===== src/rtl/fetch_pkg.sv =====
// Shared types and constants for the instruction fetch stage.
package fetch_pkg;

    localparam int INST_W = 32;
    localparam logic [INST_W-1:0] NOP = 32'h0000_0013;

    typedef enum logic [1:0] {
        IDLE = 2'd0,
        REQ  = 2'd1,
        DROP = 2'd2
    } fetch_state_t;

endpackage


===== src/rtl/fetch_fifo.sv =====
// Small synchronous FIFO holding fetched {pc, inst} pairs; flush empties it in one cycle.
module fetch_fifo #(
    parameter int WIDTH = 96,
    parameter int DEPTH = 4
) (
    input  logic                   clk,
    input  logic                   rst,
    input  logic                   push,
    input  logic                   pop,
    input  logic                   flush,
    input  logic [WIDTH-1:0]       din,
    output logic [WIDTH-1:0]       dout,
    output logic [$clog2(DEPTH):0] count
);

    localparam int AW = $clog2(DEPTH);
    localparam int CW = AW + 1;

    logic [WIDTH-1:0] mem_q [DEPTH];
    logic [WIDTH-1:0] mem_d [DEPTH];
    logic [AW-1:0]    wr_ptr_q, wr_ptr_d;
    logic [AW-1:0]    rd_ptr_q, rd_ptr_d;
    logic [CW-1:0]    count_q, count_d;

    always_comb begin
        mem_d    = mem_q;
        wr_ptr_d = wr_ptr_q;
        rd_ptr_d = rd_ptr_q;
        count_d  = count_q;
        if (flush) begin
            wr_ptr_d = '0;
            rd_ptr_d = '0;
            count_d  = '0;
        end else begin
            // Pointers are exactly log2(DEPTH) wide, so increment wraps modulo DEPTH.
            if (push) begin
                mem_d[wr_ptr_q] = din;
                wr_ptr_d        = wr_ptr_q + AW'(1);
            end
            if (pop) begin
                rd_ptr_d = rd_ptr_q + AW'(1);
            end
            count_d = count_q + CW'(push) - CW'(pop);
        end
    end

    always_ff @(posedge clk or posedge rst) begin
        if (rst) begin
            for (int i = 0; i < DEPTH; i++) begin
                mem_q[i] <= '0;
            end
            wr_ptr_q <= '0;
            rd_ptr_q <= '0;
            count_q  <= '0;
        end else begin
            mem_q    <= mem_d;
            wr_ptr_q <= wr_ptr_d;
            rd_ptr_q <= rd_ptr_d;
            count_q  <= count_d;
        end
    end

    assign dout  = mem_q[rd_ptr_q];
    assign count = count_q;

    // The fetcher only requests with a guaranteed slot, so a push into a full FIFO is a bug.
    assert property (@(posedge clk) disable iff (rst)
        !(push && !pop && !flush && count_q == CW'(DEPTH)));

endmodule


===== src/rtl/fetch_unit.sv =====
// Instruction fetch: issues memory reads over req/ack, buffers {pc, inst} and handles redirects.
module fetch_unit
    import fetch_pkg::*;
#(
    parameter int                PCSIZE   = 64,
    parameter int                DEPTH    = 4,
    parameter logic [PCSIZE-1:0] RESET_PC = '0
) (
    input  logic                   clk,
    input  logic                   rst,
    output logic                   mem_req,
    output logic [PCSIZE-1:0]      mem_addr,
    input  logic                   mem_ack,
    input  logic [INST_W-1:0]      mem_rdata,
    output logic                   out_valid,
    input  logic                   out_ready,
    output logic [INST_W-1:0]      out_inst,
    output logic [PCSIZE-1:0]      out_pc,
    input  logic                   redirect,
    input  logic [PCSIZE-1:0]      redirect_pc,
    output logic [$clog2(DEPTH):0] fifo_count
);

    localparam int CW = $clog2(DEPTH) + 1;
    localparam int FW = PCSIZE + INST_W;

    fetch_state_t      state_q, state_d;
    logic [PCSIZE-1:0] fetch_pc_q, fetch_pc_d;
    logic [PCSIZE-1:0] mem_addr_q, mem_addr_d;
    logic              mem_req_q, mem_req_d;
    logic              valid_q, valid_d;

    logic              push, pop, space;
    logic [CW-1:0]     count, occ_next;
    logic [PCSIZE-1:0] redir_pc;
    logic [FW-1:0]     head;
    logic              unused_redirect_lsbs;

    assign redir_pc             = {redirect_pc[PCSIZE-1:2], 2'b00};
    assign unused_redirect_lsbs = ^redirect_pc[1:0];

    // A flush beats both the response push and the consumer pop.
    assign push     = (state_q == REQ) && mem_ack && !redirect;
    assign pop      = valid_q && out_ready && !redirect;
    assign occ_next = redirect ? '0 : count + CW'(push) - CW'(pop);
    assign space    = occ_next < CW'(DEPTH);

    fetch_fifo #(
        .WIDTH (FW),
        .DEPTH (DEPTH)
    ) u_fifo (
        .clk   (clk),
        .rst   (rst),
        .push  (push),
        .pop   (pop),
        .flush (redirect),
        .din   ({fetch_pc_q, mem_rdata}),
        .dout  (head),
        .count (count)
    );

    always_comb begin
        state_d    = state_q;
        fetch_pc_d = fetch_pc_q;
        mem_req_d  = mem_req_q;
        mem_addr_d = mem_addr_q;
        valid_d    = (occ_next != '0);

        if (redirect) begin
            fetch_pc_d = redir_pc;
        end

        unique case (state_q)
            IDLE: begin
                if (space) begin
                    state_d    = REQ;
                    mem_req_d  = 1'b1;
                    mem_addr_d = fetch_pc_d;
                end
            end
            REQ: begin
                if (mem_ack) begin
                    if (!redirect) begin
                        fetch_pc_d = fetch_pc_q + PCSIZE'(4);
                    end
                    // Ack with redirect: flush makes room, so go straight to the new PC.
                    if (space) begin
                        state_d    = REQ;
                        mem_req_d  = 1'b1;
                        mem_addr_d = fetch_pc_d;
                    end else begin
                        state_d   = IDLE;
                        mem_req_d = 1'b0;
                    end
                end else if (redirect) begin
                    // Outstanding handshake must complete; its data is thrown away.
                    state_d = DROP;
                end
            end
            DROP: begin
                if (mem_ack) begin
                    state_d   = IDLE;
                    mem_req_d = 1'b0;
                end
            end
            default: begin
                state_d   = IDLE;
                mem_req_d = 1'b0;
            end
        endcase
    end

    always_ff @(posedge clk or posedge rst) begin
        if (rst) begin
            state_q    <= IDLE;
            fetch_pc_q <= RESET_PC;
            mem_req_q  <= 1'b0;
            mem_addr_q <= RESET_PC;
            valid_q    <= 1'b0;
        end else begin
            state_q    <= state_d;
            fetch_pc_q <= fetch_pc_d;
            mem_req_q  <= mem_req_d;
            mem_addr_q <= mem_addr_d;
            valid_q    <= valid_d;
        end
    end

    assign mem_req    = mem_req_q;
    assign mem_addr   = mem_addr_q;
    assign out_valid  = valid_q;
    assign out_pc     = head[FW-1:INST_W];
    assign out_inst   = head[INST_W-1:0];
    assign fifo_count = count;

endmodule


===== config.mk =====
export PLATFORM = sky130hd
export DESIGN_NAME = fetch_unit
export DESIGN_NICKNAME = d
export VERILOG_FILES = /design/src/rtl/fetch_pkg.sv /design/src/rtl/fetch_fifo.sv /design/src/rtl/fetch_unit.sv
export SDC_FILE = /design/constraint.sdc
export NUM_CORES = 1
export LEC_CHECK = 0
export CAP_MARGIN = 10
export CORE_MARGIN = 3
export CORE_UTILIZATION = 46
export DETAILED_ROUTE_END_ITERATION = 12
export PLACE_DENSITY = 0.78
export SETUP_SLACK_MARGIN = 0.02
export SLEW_MARGIN = 20
export SYNTH_ARGS = -nofsm -noshare
export SYNTH_HDL_FRONTEND = slang
export SYNTH_SLANG_ARGS = --single-unit

===== constraint.sdc =====
create_clock -name clk -period 38.5 [get_ports clk]
set_input_delay 3.85 -clock clk [delete_from_list [all_inputs] [get_ports clk]]
set_output_delay 3.85 -clock clk [all_outputs]
set_load 0.005 [all_outputs]

* Word level (Yosys, flattened, before mapping) *
Cells that the tools add are included.

word-level totals
  latch bits = 0
  memories = 0
  bits in read-only memories = 0
  word-level logic and storage cells = 76
  bits in registers = 523
  output and inout port bits = 165
  bits in writable memories = 0

cells by class
  order comparisons = 4
  add/sub/neg operators = 5
  mux-type cells = 30
  reduce and logical (&&, ||, !) cells = 15
  bitwise gates (word level) = 3
  equality and inequality tests = 7
  multiply operators = 0
  shifts and indexed selects = 0
  divide/modulo/power cells = 0

operators with widths
  kind                                                                  number
  64-bit two-way mux                                                    7
  384-bit bitwise mux                                                   1
  96-bit two-way mux                                                    3
  96-bit binary-select mux with 2-bit select                            1
  96-bit demux with 2-bit select                                        1
  64-bit one-hot mux with 2 select lines                                1
  64-bit by 3-bit adder with 64-bit output, second input constant       1
  2-bit two-way mux                                                     8
  2-bit inequality test, second input constant                          4
  3-bit greater-or-equal comparator, second input constant              2
  2-bit inverter with 3-bit output                                      2
  2-bit one-hot mux with 3 select lines                                 1
  3-bit AND reduction                                                   2
  2-bit nonzero test                                                    3
  1-bit logical AND                                                     5
  1-bit two-way mux                                                     5
  2-bit by 1-bit adder with 2-bit output, second input constant         2
  4-bit AND reduction                                                   1
  3-bit by 1-bit adder with 3-bit output                                1
  3-bit by 1-bit < comparator with 1-bit output, second input constant  1
  3-bit < comparator, second input constant                             1
  3-bit two-way mux                                                     1
  3-bit inequality test, second input constant                          1
  1-bit one-hot mux with 3 select lines                                 1
  other kinds (8)                                                       8

* Longest topological paths before layout *
  depth in word-level cells = 10
  gate-level depth with buffers = 16
  gate-level depth less buffers = 12

* Hierarchy *
From an unflattened synthesis, not the netlist that was laid out.

second synthesis, totals
  cells, all modules = 1869
  area, all modules = 25630.8 um^2

modules (own cells, without submodules)
  module      instances  seq. area each (um^2)  cells an instance  area an instance (um^2)
  fetch_fifo  1          9784.4                 965                17474.3
  fetch_unit  1          3303.2                 904                8156.6

* Worst setup path after synthesis *
No wires, ideal clock.

  kind = input -> register
  start = input redirect
  end = register mem_addr_q[41] (netlist: mem_addr[41])
  slack = 31.347 ns
  arrival time = 7.020 ns
  required time = 38.367 ns
  buffers on the path = 5
  stages on the path = 16
  cells stage by stage = clkbuf_1 clkbuf_1 clkbuf_1 nor2_1 ha_1 inv_1 ha_1 fa_1 xnor3_1 nand2_1 and2_1 clkbuf_1 buf_1 o2111ai_1 o221ai_1 a21oi_1

on the way
  word-level cells in the longest chain between the ends = 8
  elaborated cells between the ends (all ways) = 16

RTL lines
  element                                      line               text
  start: declaration                           fetch_unit.sv:19   input logic redirect,
  1-bit zero test                              --
  1-bit logical AND                            fetch_unit.sv:43   assign push = (state_q == REQ) && mem_ack && !redirect;
  3-bit by 1-bit adder with 3-bit output       fetch_unit.sv:45   assign occ_next = redirect ? '0 : count + CW'(push) - CW'(pop);
  3-bit by 1-bit subtractor with 3-bit output  fetch_unit.sv:45
  3-bit two-way mux                            fetch_unit.sv:45
  3-bit < comparator                           fetch_unit.sv:46   assign space = occ_next < CW'(DEPTH);
  2-bit inequality test (no line)              --
  4-bit AND reduction (no line)                --
  end signal: assignment                       fetch_unit.sv:124  mem_addr_q <= mem_addr_d;
  end: declaration                             fetch_unit.sv:29   logic [PCSIZE-1:0] mem_addr_q, mem_addr_d;

Parallel ways exist; a longest one is shown, timed or not. The select of a mux whose other input is x is not followed.
A chain may end at the register's enable or synchronous reset.

* Worst setup path after layout *
  start = input mem_ack
  end = register mem_addr_q[27] (netlist: mem_addr[27])

on the way
  word-level cells in the longest chain between the ends = 8
  elaborated cells between the ends (all ways) = 10

RTL lines
  element                                      line              text
  start: declaration                           fetch_unit.sv:13  input logic mem_ack,
  1-bit logical AND (2 in series)              fetch_unit.sv:43
  3-bit by 1-bit adder with 3-bit output       fetch_unit.sv:45
  3-bit by 1-bit subtractor with 3-bit output  fetch_unit.sv:45
  3-bit two-way mux                            fetch_unit.sv:45
  3-bit < comparator                           fetch_unit.sv:46
  2-bit inequality test (no line)              --
  4-bit AND reduction (no line) (*)            --

Mark *: on every way between the ends. The rest lies on a longest branch, timed or not.

==> out/qor.txt <==
Status: finished, final reports clean
Worst Min Path Start: u_fifo.mem_q[91]$_DFFE_PP0P_
Area of the multi-input gates: 11000 µm²
Part of the Yosys area used for sequential elements: 0.527
Kind of critical path: input port to flop
First-pass GRT wire length: 104000 µm
Critical path's slowest cell: nor2_1
Root buffer selected by CTS: clkbuf_16
Post-route minimum period: 7690 ps
Post-CTS sizing: 0
Top delay family on crit path: buffers and inverters
Total global-route track usage: 0.236
Highest signal layer in the routed design: met5
Count of H-tree levels built during CTS: 2
ANT nets after route: 0
CP startpoint kind: input port
Avg Inst Size Synth: 12.9 µm²
Worst-case vdd ir drop: 0.0415 mV
Area taken by flip-flops and latches: 13100 µm²
Worst r2r path cells: 12
Static power due to leakage: 12.7 nW
Number of failing hold endpoints at the final stage: 0
Number of max-capacitance violations reported: 0
Final worst path period share: 0.200
Cell with the most instances after synthesis: dfrtp_1
Arrival time at the worst endpoint: 8140 ps
WL met2: 32400 µm
Maximum clock rate: 0.130 GHz
Most numerous cell types in the synthesized netlist: dfrtp_1, mux2_2, nand2_1
Fraction of registers with async set or reset after synthesis: 1.00
Final Total Pwr: 0.00217 W
Width of the chip: 238 µm
Number of vias per cell after detailed routing: 5.89
Post-synth top flop: dfrtp_1
Estimated wirelength of the detail-placed design: 44100 µm
Clock sink total: 523
Post CTS Setup Buffer Count: 0
List of cells traversed by the critical path: clkdlybuf4s50_1 -> nand3b_1 -> buf_4 -> nor2_1 -> ha_1 -> fa_1 -> xnor3_1 -> nand2_1 -> nand2_2 -> buf_4 -> nor2_2 -> buf_4 -> a221oi_1
Number of distinct library cells after synthesis: 59
Via total after detailed routing: 16759
Wirelength per Cell: 23.6 µm
Smallest hold slack: 477 ps
TritonCTS clock tree: yes
Final wirelength: 67200 µm
NumNets Final: 2219
Worst reg2reg path endpoint: mem_addr[27]$_DFFE_PP0P_
Detailed-routing iteration count for the pre-antenna-repair pass: 7
Kind of end point of the critical path: flop
IO Pins: 266
Count of buffering cells on the critical path with inverters included: 4
Die extent in y: 238 µm
Via count of the first global-routing pass: 17775
Core outline area: 53000 µm²
Crit path largest cell delay: 710 ps
Power density of the placed cells: 72.4 nW/µm²
Worst setup path startpoint: mem_ack
Number of rows created at floorplan: 84
Total of warnings raised by yosys: 0
Clock skew: 27.2 ps
Fraction of synthesized cell area taken by the top area cell type: 0.527
End point of the critical path: mem_addr[27]$_DFFE_PP0P_
Cell repeated most along the worst path: buf_4
Post-route DRC: 0
Final Setup Violations: 0
EDFF count, synth: 0
Proportion of layout cells with a drive suffix above 1: 0.297
Quantity of hold-fixing buffers added after cts: 0
Routed length on met3: 4840 µm
Max Root-Sink Buffers: 3
Cell type with the highest aggregate area in the netlist: dfrtp_1
CTS clk-pin slew, worst paths: 60 ps
FF-to-FF setup slack: 34140 ps
Required @ worst endpoint: 38950 ps
Max-slew violation total from the final report: 0
Number of cells produced by synthesis: 1928
Final TNS setup: 0 ps
Worst hold path class: flop to flop
Clock latency of the later-clocked register in the worst-skew pair: 610 ps
Area Growth Syn to Fin: 20.4%
Unrepaired setup endpoints after global routing: false
Filler Cell Count: 4216
Maximum number of pins on one net before global-route repair: 119
Number of logic stages on the critical path including buffering: 13
GPL Wtd Cong: 0.926
Highest fanout seen on the critical path: 35
Die Area: 56900 µm²
Overflow left after global routing: 0
Count of buffers inserted at the top-level ports: 263
Diodes inserted: 0
Slew of the pin with the lowest slew margin: 1070 ps
Post-Syn Nets: 2037
Headroom to the max-slew limit: 0.288
Iteration-0 DRC Markers: 1328
DRT met1 WL: 28200 µm
Number of buffers created by CTS: 55
Total standard cell area after synthesis: 24900 µm²
Flops & latches, synth: 523
Initial antenna violation count: 2
FF-to-FF Start: state_q[1]$_DFFE_PP0P_
Effective utilization at floorplan: 0.469
Cell types occupying the most area after synthesis: dfrtp_1, mux2_2, mux4_2
==> worst reg2reg max path, delay by kind of cell, from the launching register on <==
family / cells / cell delay [ps]
buf+inv: 3 / 1060
xor+xnor: 1 / 380
flops: 1 / 420
simple gates: 5 / 1700
compound gates: 1 / 190
fa+ha+maj: 2 / 470
==> worst min path at each step <==
stage                                    end  slack, ps  depth (start not counted)
2_1_floorplan  u_fifo.mem_q[137]$_DFFE_PP0P_        440                          2
3_3_place_gp   u_fifo.mem_q[329]$_DFFE_PP0P_        460                          2
3_5_place_dp    u_fifo.mem_q[91]$_DFFE_PP0P_        470                          2
4_1_cts         u_fifo.mem_q[91]$_DFFE_PP0P_        480                          2
5_1_grt             mem_addr[21]$_DFFE_PP0P_        500                          2
6_report        u_fifo.mem_q[91]$_DFFE_PP0P_        480                          2
==> cells by family (layout without fill, tap and decap cells) <==
group,after synthesis,in the layout,share of synthesized area
flip-flops,523,523,0.527
multiplexers,491,491,0.265
AND/OR/NAND/NOR,430,430,0.0866
buffers and inverters,180,409,0.0316
AO/OA/AOI/OAI,178,178,0.0435
XOR/XNOR,118,118,0.0421
adder cells (fa/ha/maj),8,8,0.00433
==> state kept, by name (all words and copies together) (netlist names) <==
signal,count
u_fifo.mem_q,384
fetch_pc_q,64
mem_addr,64
u_fifo.count,3
state_q,2
u_fifo.rd_ptr_q,2
u_fifo.wr_ptr_q,2
mem_req,1
out_valid,1
==> through the flow <==
step                      cells  instance area (µm²)  worst slack, ps  utilization
after floorplan            1928                24900            20040            -
after global placement     2740                27800            30340        0.526
after detailed placement   2740                27800            30220        0.526
after CTS                  2844                29900            30870        0.564
after global routing       2845                29900            30520        0.565
final                      2845                29900            30810        0.565
==> power by group <==
| group | internal, W | switching [W] | total (W) |
|---|---|---|---|
| combinational | 0.000428 | 0.000287 | 0.000715 |
| clock | 0.000358 | 0.000230 | 0.000587 |
| sequential | 0.000738 | 0.000126 | 0.000864 |
==> layer usage <==
layer  vias up  GRT usage
li1       7306          -
met1      8727      0.320
met2       598      0.387
met3       124     0.0479
met4         4     0.0720
met5         -          0
==> cell usage in the layout (no fill, tap or decap), types with 18 or more instances in the layout <==
cell type,instances
dfrtp_1,521
mux2_2,383
clkdlybuf4s50_1,262
nand2_1,126
nor2_1,119
mux4_2,96
xnor2_1,93
o21ai_0,79
clkbuf_16,56
nor3_1,41
a21oi_1,39
nand3_1,36
nand4_1,29
xor2_1,24
buf_4,19
a221oi_1,18
==> layout make-up <==
class / count / area share
inverter: 19 / 0.00272
multi-input combinational: 1225 / 0.368
tap: 688 / 0.0288
sequential: 523 / 0.438
clock buffer: 71 / 0.0527
timing repair buffer: 286 / 0.0946
clock inverter: 33 / 0.0153
Note: power is estimated with default switching activity, not from simulation.
